[config.mk]
export PLATFORM = sky130hd
export DESIGN_NAME = stream_fifo_sram_v2
export DESIGN_NICKNAME = d
export VERILOG_FILES = /design/src/rtl/stream_fifo_pkg.sv /design/src/rtl/dualportSRAM.sv /design/src/rtl/stream_fifo_wrap_ptr.sv /design/src/rtl/stream_fifo_sram_v2.sv
export SDC_FILE = /design/constraint.sdc
export NUM_CORES = 1
export LEC_CHECK = 0
export CAP_MARGIN = 20
export CORE_MARGIN = 3
export CORE_UTILIZATION = 36
export DETAILED_ROUTE_END_ITERATION = 10
export GPL_TIMING_DRIVEN = 1
export PLACE_DENSITY = 0.64
export SLEW_MARGIN = 20
export SYNTH_ARGS = -nofsm -noshare
export SYNTH_HDL_FRONTEND = slang
export SYNTH_SLANG_ARGS = --single-unit
[constraint.sdc]
create_clock -name clk -period 3.5 [get_ports clk]
set_input_delay 0.525 -clock clk [delete_from_list [all_inputs] [get_ports clk]]
set_output_delay 0.525 -clock clk [all_outputs]
set_load 0.005 [all_outputs]
[src/rtl/stream_fifo_pkg.sv]
// Shared helpers for the SRAM-backed stream FIFO: the width calculations and
// the wrap-around pointer increment used by the read and write pointers.
package stream_fifo_pkg;

    // Source of the head word presented on r_data_o
    typedef enum logic {
        SRC_SRAM   = 1'b0,
        SRC_BYPASS = 1'b1
    } rdSrc_e;

    // Pointer width; depth is always at least 2, so this is never zero
    function automatic int unsigned calcAddrWidth(input int unsigned depth);
        return $clog2(depth);
    endfunction

    // Count width must be able to hold the value "depth" itself
    function automatic int unsigned calcCntWidth(input int unsigned depth);
        return $clog2(depth + 1);
    endfunction

    // Increment that wraps at depth-1, so non-power-of-two depths work
    function automatic int unsigned wrapInc(input int unsigned ptr, input int unsigned depth);
        return (ptr == depth - 1) ? 0 : ptr + 1;
    endfunction

endpackage

[src/rtl/dualportSRAM.sv]
// Simple dual-port SRAM macro: one write port with byte enables, one read
// port with a registered output (data appears one cycle after the address).
module dualportSRAM #(
    parameter int unsigned DATA_WIDTH = 32,
    parameter int unsigned DEPTH      = 4,
    localparam int unsigned AW        = $clog2(DEPTH),
    localparam int unsigned BEW       = (DATA_WIDTH + 7) / 8
) (
    input  logic                  clk_i,
    input  logic                  we_i,
    input  logic [AW-1:0]         waddr_i,
    input  logic [DATA_WIDTH-1:0] wdata_i,
    input  logic [BEW-1:0]        wbe_i,
    input  logic                  re_i,
    input  logic [AW-1:0]         raddr_i,
    output logic [DATA_WIDTH-1:0] rdata_o
);

    logic [DATA_WIDTH-1:0] mem_q [DEPTH];
    logic [DATA_WIDTH-1:0] rdata_q;

    // Byte-masked write into the array
    always_ff @(posedge clk_i) begin
        if (we_i) begin
            for (int i = 0; i < int'(DATA_WIDTH); i++) begin
                if (wbe_i[i / 8]) begin
                    mem_q[waddr_i][i] <= wdata_i[i];
                end
            end
        end
    end

    // Registered read; output holds its value when the read is not enabled
    always_ff @(posedge clk_i) begin
        if (re_i) begin
            rdata_q <= mem_q[raddr_i];
        end
    end

    assign rdata_o = rdata_q;

endmodule

[src/rtl/stream_fifo_wrap_ptr.sv]
// Wrapping FIFO pointer: counts 0..DEPTH-1 then returns to 0. Also exposes
// the next value so the read side can prefetch the following entry.
module stream_fifo_wrap_ptr
    import stream_fifo_pkg::*;
#(
    parameter int unsigned DEPTH = 4,
    localparam int unsigned AW   = calcAddrWidth(DEPTH)
) (
    input  logic          clk,
    input  logic          rst,
    input  logic          flush_i,
    input  logic          inc_i,
    output logic [AW-1:0] ptr_o,
    output logic [AW-1:0] ptrNext_o
);

    logic [AW-1:0] ptr_q;
    logic [AW-1:0] ptr_d;

    assign ptrNext_o = AW'(wrapInc(32'(ptr_q), DEPTH));
    assign ptr_o     = ptr_q;

    // Next pointer: flush returns to the start, otherwise step on enable
    always_comb begin
        ptr_d = ptr_q;
        if (flush_i) begin
            ptr_d = '0;
        end else if (inc_i) begin
            ptr_d = ptrNext_o;
        end
    end

    // Pointer register with synchronous reset
    always_ff @(posedge clk) begin
        if (rst) begin
            ptr_q <= '0;
        end else begin
            ptr_q <= ptr_d;
        end
    end

endmodule

[src/rtl/stream_fifo_sram_v2.sv]
// SRAM-backed stream FIFO with first-word-fall-through output, arbitrary
// depth, write/read occupancy counts and synchronous flush.
// Define STREAM_FIFO_SRAM_WATERMARK_EN to add registered almost-full and
// almost-empty flags.
module stream_fifo_sram_v2
    import stream_fifo_pkg::*;
#(
    parameter int unsigned DATA_WIDTH = 32,
    parameter int unsigned FIFO_DEPTH = 4,
    parameter int unsigned AF_LEVEL   = FIFO_DEPTH - 1,
    parameter int unsigned AE_LEVEL   = 1,
    localparam int unsigned ADDR_WIDTH = calcAddrWidth(FIFO_DEPTH),
    localparam int unsigned CNT_WIDTH  = calcCntWidth(FIFO_DEPTH)
) (
    input  logic                  clk,
    input  logic                  rst,
    input  logic                  flush_i,
    input  logic                  w_valid_i,
    output logic                  w_ready_o,
    input  logic [DATA_WIDTH-1:0] w_data_i,
    output logic                  r_valid_o,
    input  logic                  r_ready_i,
    output logic [DATA_WIDTH-1:0] r_data_o,
    output logic [CNT_WIDTH-1:0]  w_count_o,
    output logic [CNT_WIDTH-1:0]  r_count_o
`ifdef STREAM_FIFO_SRAM_WATERMARK_EN
    ,
    output logic                  almost_full_o,
    output logic                  almost_empty_o
`endif
);

    localparam int unsigned BE_WIDTH = (DATA_WIDTH + 7) / 8;

    logic                  push;
    logic                  pop;
    logic                  collide;
    logic [ADDR_WIDTH-1:0] wrPtr;
    logic [ADDR_WIDTH-1:0] wrPtrNext;
    logic [ADDR_WIDTH-1:0] rdPtr;
    logic [ADDR_WIDTH-1:0] rdPtrNext;
    logic [ADDR_WIDTH-1:0] rdAddr;
    logic [DATA_WIDTH-1:0] sramQ;

    logic [CNT_WIDTH-1:0]  wCount_q, wCount_d;
    logic [CNT_WIDTH-1:0]  rCount_q, rCount_d;
    logic                  pushPend_q, pushPend_d;
    logic [DATA_WIDTH-1:0] bypassData_q, bypassData_d;
    rdSrc_e                rdSrc_q, rdSrc_d;

    assign w_ready_o = (wCount_q < CNT_WIDTH'(FIFO_DEPTH)) & ~flush_i;
    assign r_valid_o = (rCount_q != '0);
    assign push      = w_valid_i & w_ready_o;
    assign pop       = r_valid_o & r_ready_i;
    assign w_count_o = wCount_q;
    assign r_count_o = rCount_q;

    stream_fifo_wrap_ptr #(.DEPTH(FIFO_DEPTH)) u_wrPtr (
        .clk       (clk),
        .rst       (rst),
        .flush_i   (flush_i),
        .inc_i     (push),
        .ptr_o     (wrPtr),
        .ptrNext_o (wrPtrNext)
    );

    stream_fifo_wrap_ptr #(.DEPTH(FIFO_DEPTH)) u_rdPtr (
        .clk       (clk),
        .rst       (rst),
        .flush_i   (flush_i),
        .inc_i     (pop),
        .ptr_o     (rdPtr),
        .ptrNext_o (rdPtrNext)
    );

    // Prefetch: look at the entry that will be the head after this cycle.
    // A write to that same slot skips the SRAM read and uses the bypass.
    assign rdAddr  = pop ? rdPtrNext : rdPtr;
    assign collide = push & (wrPtr == rdAddr);

    dualportSRAM #(.DATA_WIDTH(DATA_WIDTH), .DEPTH(FIFO_DEPTH)) u_sram (
        .clk_i   (clk),
        .we_i    (push),
        .waddr_i (wrPtr),
        .wdata_i (w_data_i),
        .wbe_i   ({BE_WIDTH{1'b1}}),
        .re_i    (~collide),
        .raddr_i (rdAddr),
        .rdata_o (sramQ)
    );

    // Occupancy: the read count lags the write count by the last push only
    always_comb begin
        wCount_d   = wCount_q;
        rCount_d   = rCount_q;
        pushPend_d = push;
        case ({push, pop})
            2'b10:   wCount_d = wCount_q + 1'b1;
            2'b01:   wCount_d = wCount_q - 1'b1;
            default: wCount_d = wCount_q;
        endcase
        case ({pushPend_q, pop})
            2'b10:   rCount_d = rCount_q + 1'b1;
            2'b01:   rCount_d = rCount_q - 1'b1;
            default: rCount_d = rCount_q;
        endcase
        if (flush_i) begin
            wCount_d   = '0;
            rCount_d   = '0;
            pushPend_d = 1'b0;
        end
    end

    // Count registers; reset wins over flush
    always_ff @(posedge clk) begin
        if (rst) begin
            wCount_q   <= '0;
            rCount_q   <= '0;
            pushPend_q <= 1'b0;
        end else begin
            wCount_q   <= wCount_d;
            rCount_q   <= rCount_d;
            pushPend_q <= pushPend_d;
        end
    end

    // Capture colliding write data and choose which source drives the head
    always_comb begin
        bypassData_d = bypassData_q;
        rdSrc_d      = SRC_SRAM;
        if (collide) begin
            bypassData_d = w_data_i;
            rdSrc_d      = SRC_BYPASS;
        end
    end

    // Bypass registers; reset selects the zeroed bypass so r_data_o reads 0
    always_ff @(posedge clk) begin
        if (rst) begin
            bypassData_q <= '0;
            rdSrc_q      <= SRC_BYPASS;
        end else begin
            bypassData_q <= bypassData_d;
            rdSrc_q      <= rdSrc_d;
        end
    end

    assign r_data_o = (rdSrc_q == SRC_BYPASS) ? bypassData_q : sramQ;

`ifdef STREAM_FIFO_SRAM_WATERMARK_EN
    logic afFlag_q;
    logic aeFlag_q;

    // Watermark flags follow the counts one cycle later
    always_ff @(posedge clk) begin
        if (rst) begin
            afFlag_q <= 1'b0;
            aeFlag_q <= 1'b1;
        end else begin
            afFlag_q <= (wCount_q >= CNT_WIDTH'(AF_LEVEL));
            aeFlag_q <= (rCount_q <= CNT_WIDTH'(AE_LEVEL));
        end
    end

    assign almost_full_o  = afFlag_q;
    assign almost_empty_o = aeFlag_q;
`else
    // No watermark flags in this build; the thresholds have no effect
`endif

endmodule

==> impl_metrics.csv <==
group,metric,value,unit
flow_run,maxCapViolCount,0,
sta,finClkSkew,0.02137,ns
clock_network,ctsResizeCount,0,
yosys,yosysWarnings,0,
yosys,async_flop_share,0,%
pwr,ir_drop,211.6,uV
clock_network,root_buffer,"clkbuf_16",
sta,post-route-period-util,80.85,%
worst_setup_path,critPathMaxStageDelay,0.50,ns
sta,final-setup-viol-count,0,
placed_design,place_ws,0.5627,ns
sta,tns,0,ns
grt,globalRouteOverflowTotal,0,
pwr,combinationalPowerShare,7.2,%
clock_network,cts_buffer_depth,3,
floorplan,die_area,24810,um^2
clock_network,post-cts-setup-buffer-count,0,
routing,first_iter_violations,311,
pwr,switching_share,20.80,%
pwr,p_leak,0.003392,uW
sta,slew_violations,0,
yosys,ys.flop_type,"edfxtp_1",
sta,holdWs,0.4709,ns
floorplan,start_util,37.30,%
pwr,internal_power,4065,uW
clock_network,cts_tree,"yes",
routing,remaining_drc_errors,0,
pwr,p_per_area,518.6,nW/um^2
worst_setup_path,critPathArrivalTime,2.30,ns
final_layout,nFillCells,1955,
floorplan,coreArea,22160,um^2
routing,firstDrtPassIters,4,
clock_network,clk_latency,0.50,ns
placed_design,routabilityCongestion,0.7178,
sta,clock.fmax,0.3534,GHz
clock_network,hold_buffers,0,
status,status,"finished clean",
sta,hold_viol,0,
routing,wirelength,16.77,mm
clock_network,htreeDepth,1,
clock_network,clkTransAtPathRegs,0.06,ns
grt,grt_max_degree,68,
grt,grt_first_pass_wirelength,26.48,mm
routing,vias_per_cell,4.951,
final_layout,antenna_cells,0,
worst_setup_path,required,2.97,ns
worst_setup_path,path_cells,"buf_4 -> mux2_2 -> clkdlybuf4s50_1",
routing,ant_nets,0,
sta,period_needed,2.830,ns
grt,grt_pass1_vias,4956,
worst_setup_path,worst-path-max-fanout,22,
floorplan,fp.dieW,157.5,um
clock_network,cts_made_buffers,21,
floorplan,ios,77,
placed_design,io_buffers,76,
worst_setup_path,setup.worst_path.class,"flip-flop to output pin",
grt,grt_usage,13.52,%
placed_design,dpl.hpwl,9.555,mm
yosys,syn_area,8265,um^2
sta,rsz0062_at_grt,"no",
final_layout,syn2layout_area_growth,19.75,%
grt,antenna_found_initial,1,
sta,setup_slack,0.6703,ns
sta,tightest_slew,0.9907,ns
final_layout,multi_input_area,2406,um^2
worst_setup_path,crit_path_top_delay_cell,"dfxtp_2",
yosys,syn_nets,634,
routing,vias,4708,
yosys,synth_edf_count,160,
worst_hold_path,hold_class,"flip-flop to flip-flop",
worst_setup_path,end_kind,"output pin",
yosys,syn_inst,588,
sta,maxSlewHeadroom,33.95,%
floorplan,row_count,54,
final_layout,regArea,5687,um^2
worst_setup_path,critPathTopFamily,"buffers and inverters",
yosys,ys_seq_elements,204,
floorplan,die_h,157.5,um
yosys,synth_area_per_cell,14.06,um^2
worst_setup_path,critPathBufInv,2,
final_layout,nets,703,
pwr,clkPwrFrac,39.6,%
final_layout,drive_above_1_share,11.77,%
worst_setup_path,crit_path_start_kind,"flip-flop",
clock_network,cts.sinks,204,
yosys,seq_area_frac_synth,68.79,%
routing,avgRoutedWirePerCell,17.63,um
pwr,p_sw,1068,uW
yosys,post_synth_num_cell_types,29,
pwr,pwr-share-seq,53.2,%
tightest hold or removal path, delay by kind of cell, from the launching register on:
family,cells,cell delay (ns)
multiplexers,1,0.06
AND/OR/NAND/NOR,1,0.06
flip-flops,1,0.31
flip-flops by register name, summed over array words and instances, names as in the netlist:
name and cells:
u_wrPtr.ptr_o 2, rdSrc_q 1, r_count_o 3, pushPend_q 1
bypassData_q 32, w_count_o 3, u_sram.mem_q 128, u_sram.rdata_o 32
u_rdPtr.ptr_o 2
routing by layer:
| metal | vias to the layer above | wire length (um) | GRT usage (%) |
|---|---|---|---|
| met5 | - | 14 | 0 |
| met4 | 2 | 211 | 3.636 |
| met3 | 15 | 876 | 2.310 |
| met2 | 92 | 8373 | 24.06 |
| met1 | 2335 | 7289 | 17.07 |
| li1 | 2264 | - | - |
final timing paths:
path	from	to	slack (ns)	depth (start not counted)
worst max-delay path	rdSrc_q	r_data_o[0]	0.67	3
worst min-delay path	bypassData_q[18]	bypassData_q[18]	0.47	2
worst max register to register	r_count_o[2]	u_sram.rdata_o[30]	1.03	5
worst min register to register	bypassData_q[18]	bypassData_q[18]	0.47	2
stage by stage:
step	cell area, um^2	total power (uW)	cells	util [%]
after floorplan	8265	2959	588	-
after global placement	9266	3146	914	41.81
after detailed placement	9266	3160	914	41.81
after CTS	9894	5196	951	44.65
after global routing	9898	5304	951	44.66
final	9898	5133	951	44.66
area by class of cell:
cell class / instances / area share [%]
well taps: 280 / 3.539
clock buffers: 29 / 5.916
repair buffers: 81 / 8.014
inverters: 9 / 0.3413
multi-input cells: 340 / 24.31
flip-flops and latches: 204 / 57.45
clock inverters: 8 / 0.4298
layout by cell type, fill, tap and decap left out, types with 3 or more instances in the layout:
| cell | n |
|---|---|
| clkinv_1 | 3 |
| nand2b_1 | 64 |
| and3_2 | 4 |
| ha_1 | 7 |
| clkdlybuf4s50_1 | 75 |
| a31oi_1 | 32 |
| inv_1 | 8 |
| or3_1 | 3 |
| a211oi_1 | 32 |
| xnor2_1 | 3 |
| clkbuf_16 | 21 |
| dfxtp_1 | 43 |
| nand2_1 | 66 |
| mux2i_1 | 33 |
| and2_1 | 33 |
| a21oi_1 | 5 |
| buf_4 | 5 |
| mux2_2 | 32 |
| clkbuf_1 | 5 |
| xor2_1 | 3 |
| nor2_1 | 11 |
| clkbuf_8 | 3 |
| clkinv_2 | 3 |
| edfxtp_1 | 160 |
cells by family after synthesis:
kind of cell | count (synthesis) | synth area share (%)
flip-flops | 204 | 68.79
multiplexers | 68 | 8.735
adder cells (fa/ha/maj) | 9 | 1.544
XOR/XNOR | 6 | 0.6359
AO/OA/AOI/OAI | 72 | 6.010
buffers and inverters | 44 | 2.513
AND/OR/NAND/NOR | 185 | 11.78
Yosys cell counts, drive strengths merged (7+ instances only):
| master | number | share of area (%) |
|---|---|---|
| nand2 | 66 | 3.0 |
| ha | 7 | 1.1 |
| mux2 | 33 | 4.5 |
| a211oi | 32 | 2.9 |
| and2 | 33 | 2.5 |
| buf | 15 | 1.2 |
| mux2i | 35 | 4.2 |
| a31oi | 32 | 2.4 |
| dfxtp | 44 | 11 |
| nand2b | 64 | 4.8 |
| nor2 | 11 | 0.50 |
| clkbuf | 20 | 0.91 |
| inv | 9 | 0.41 |
| edfxtp | 160 | 58 |
power by group through the flow:
stage                     Clock [uW]  Sequential, uW  Combinational (uW)
final                           2030            2730                 372
after global routing            2160            2740                 409
after CTS                       2080            2730                 381
after detailed placement           0            2780                 379
after global placement             0            2780                 368
after floorplan                    0            2770                 192
Note: power is estimated with default switching activity, not from simulation.
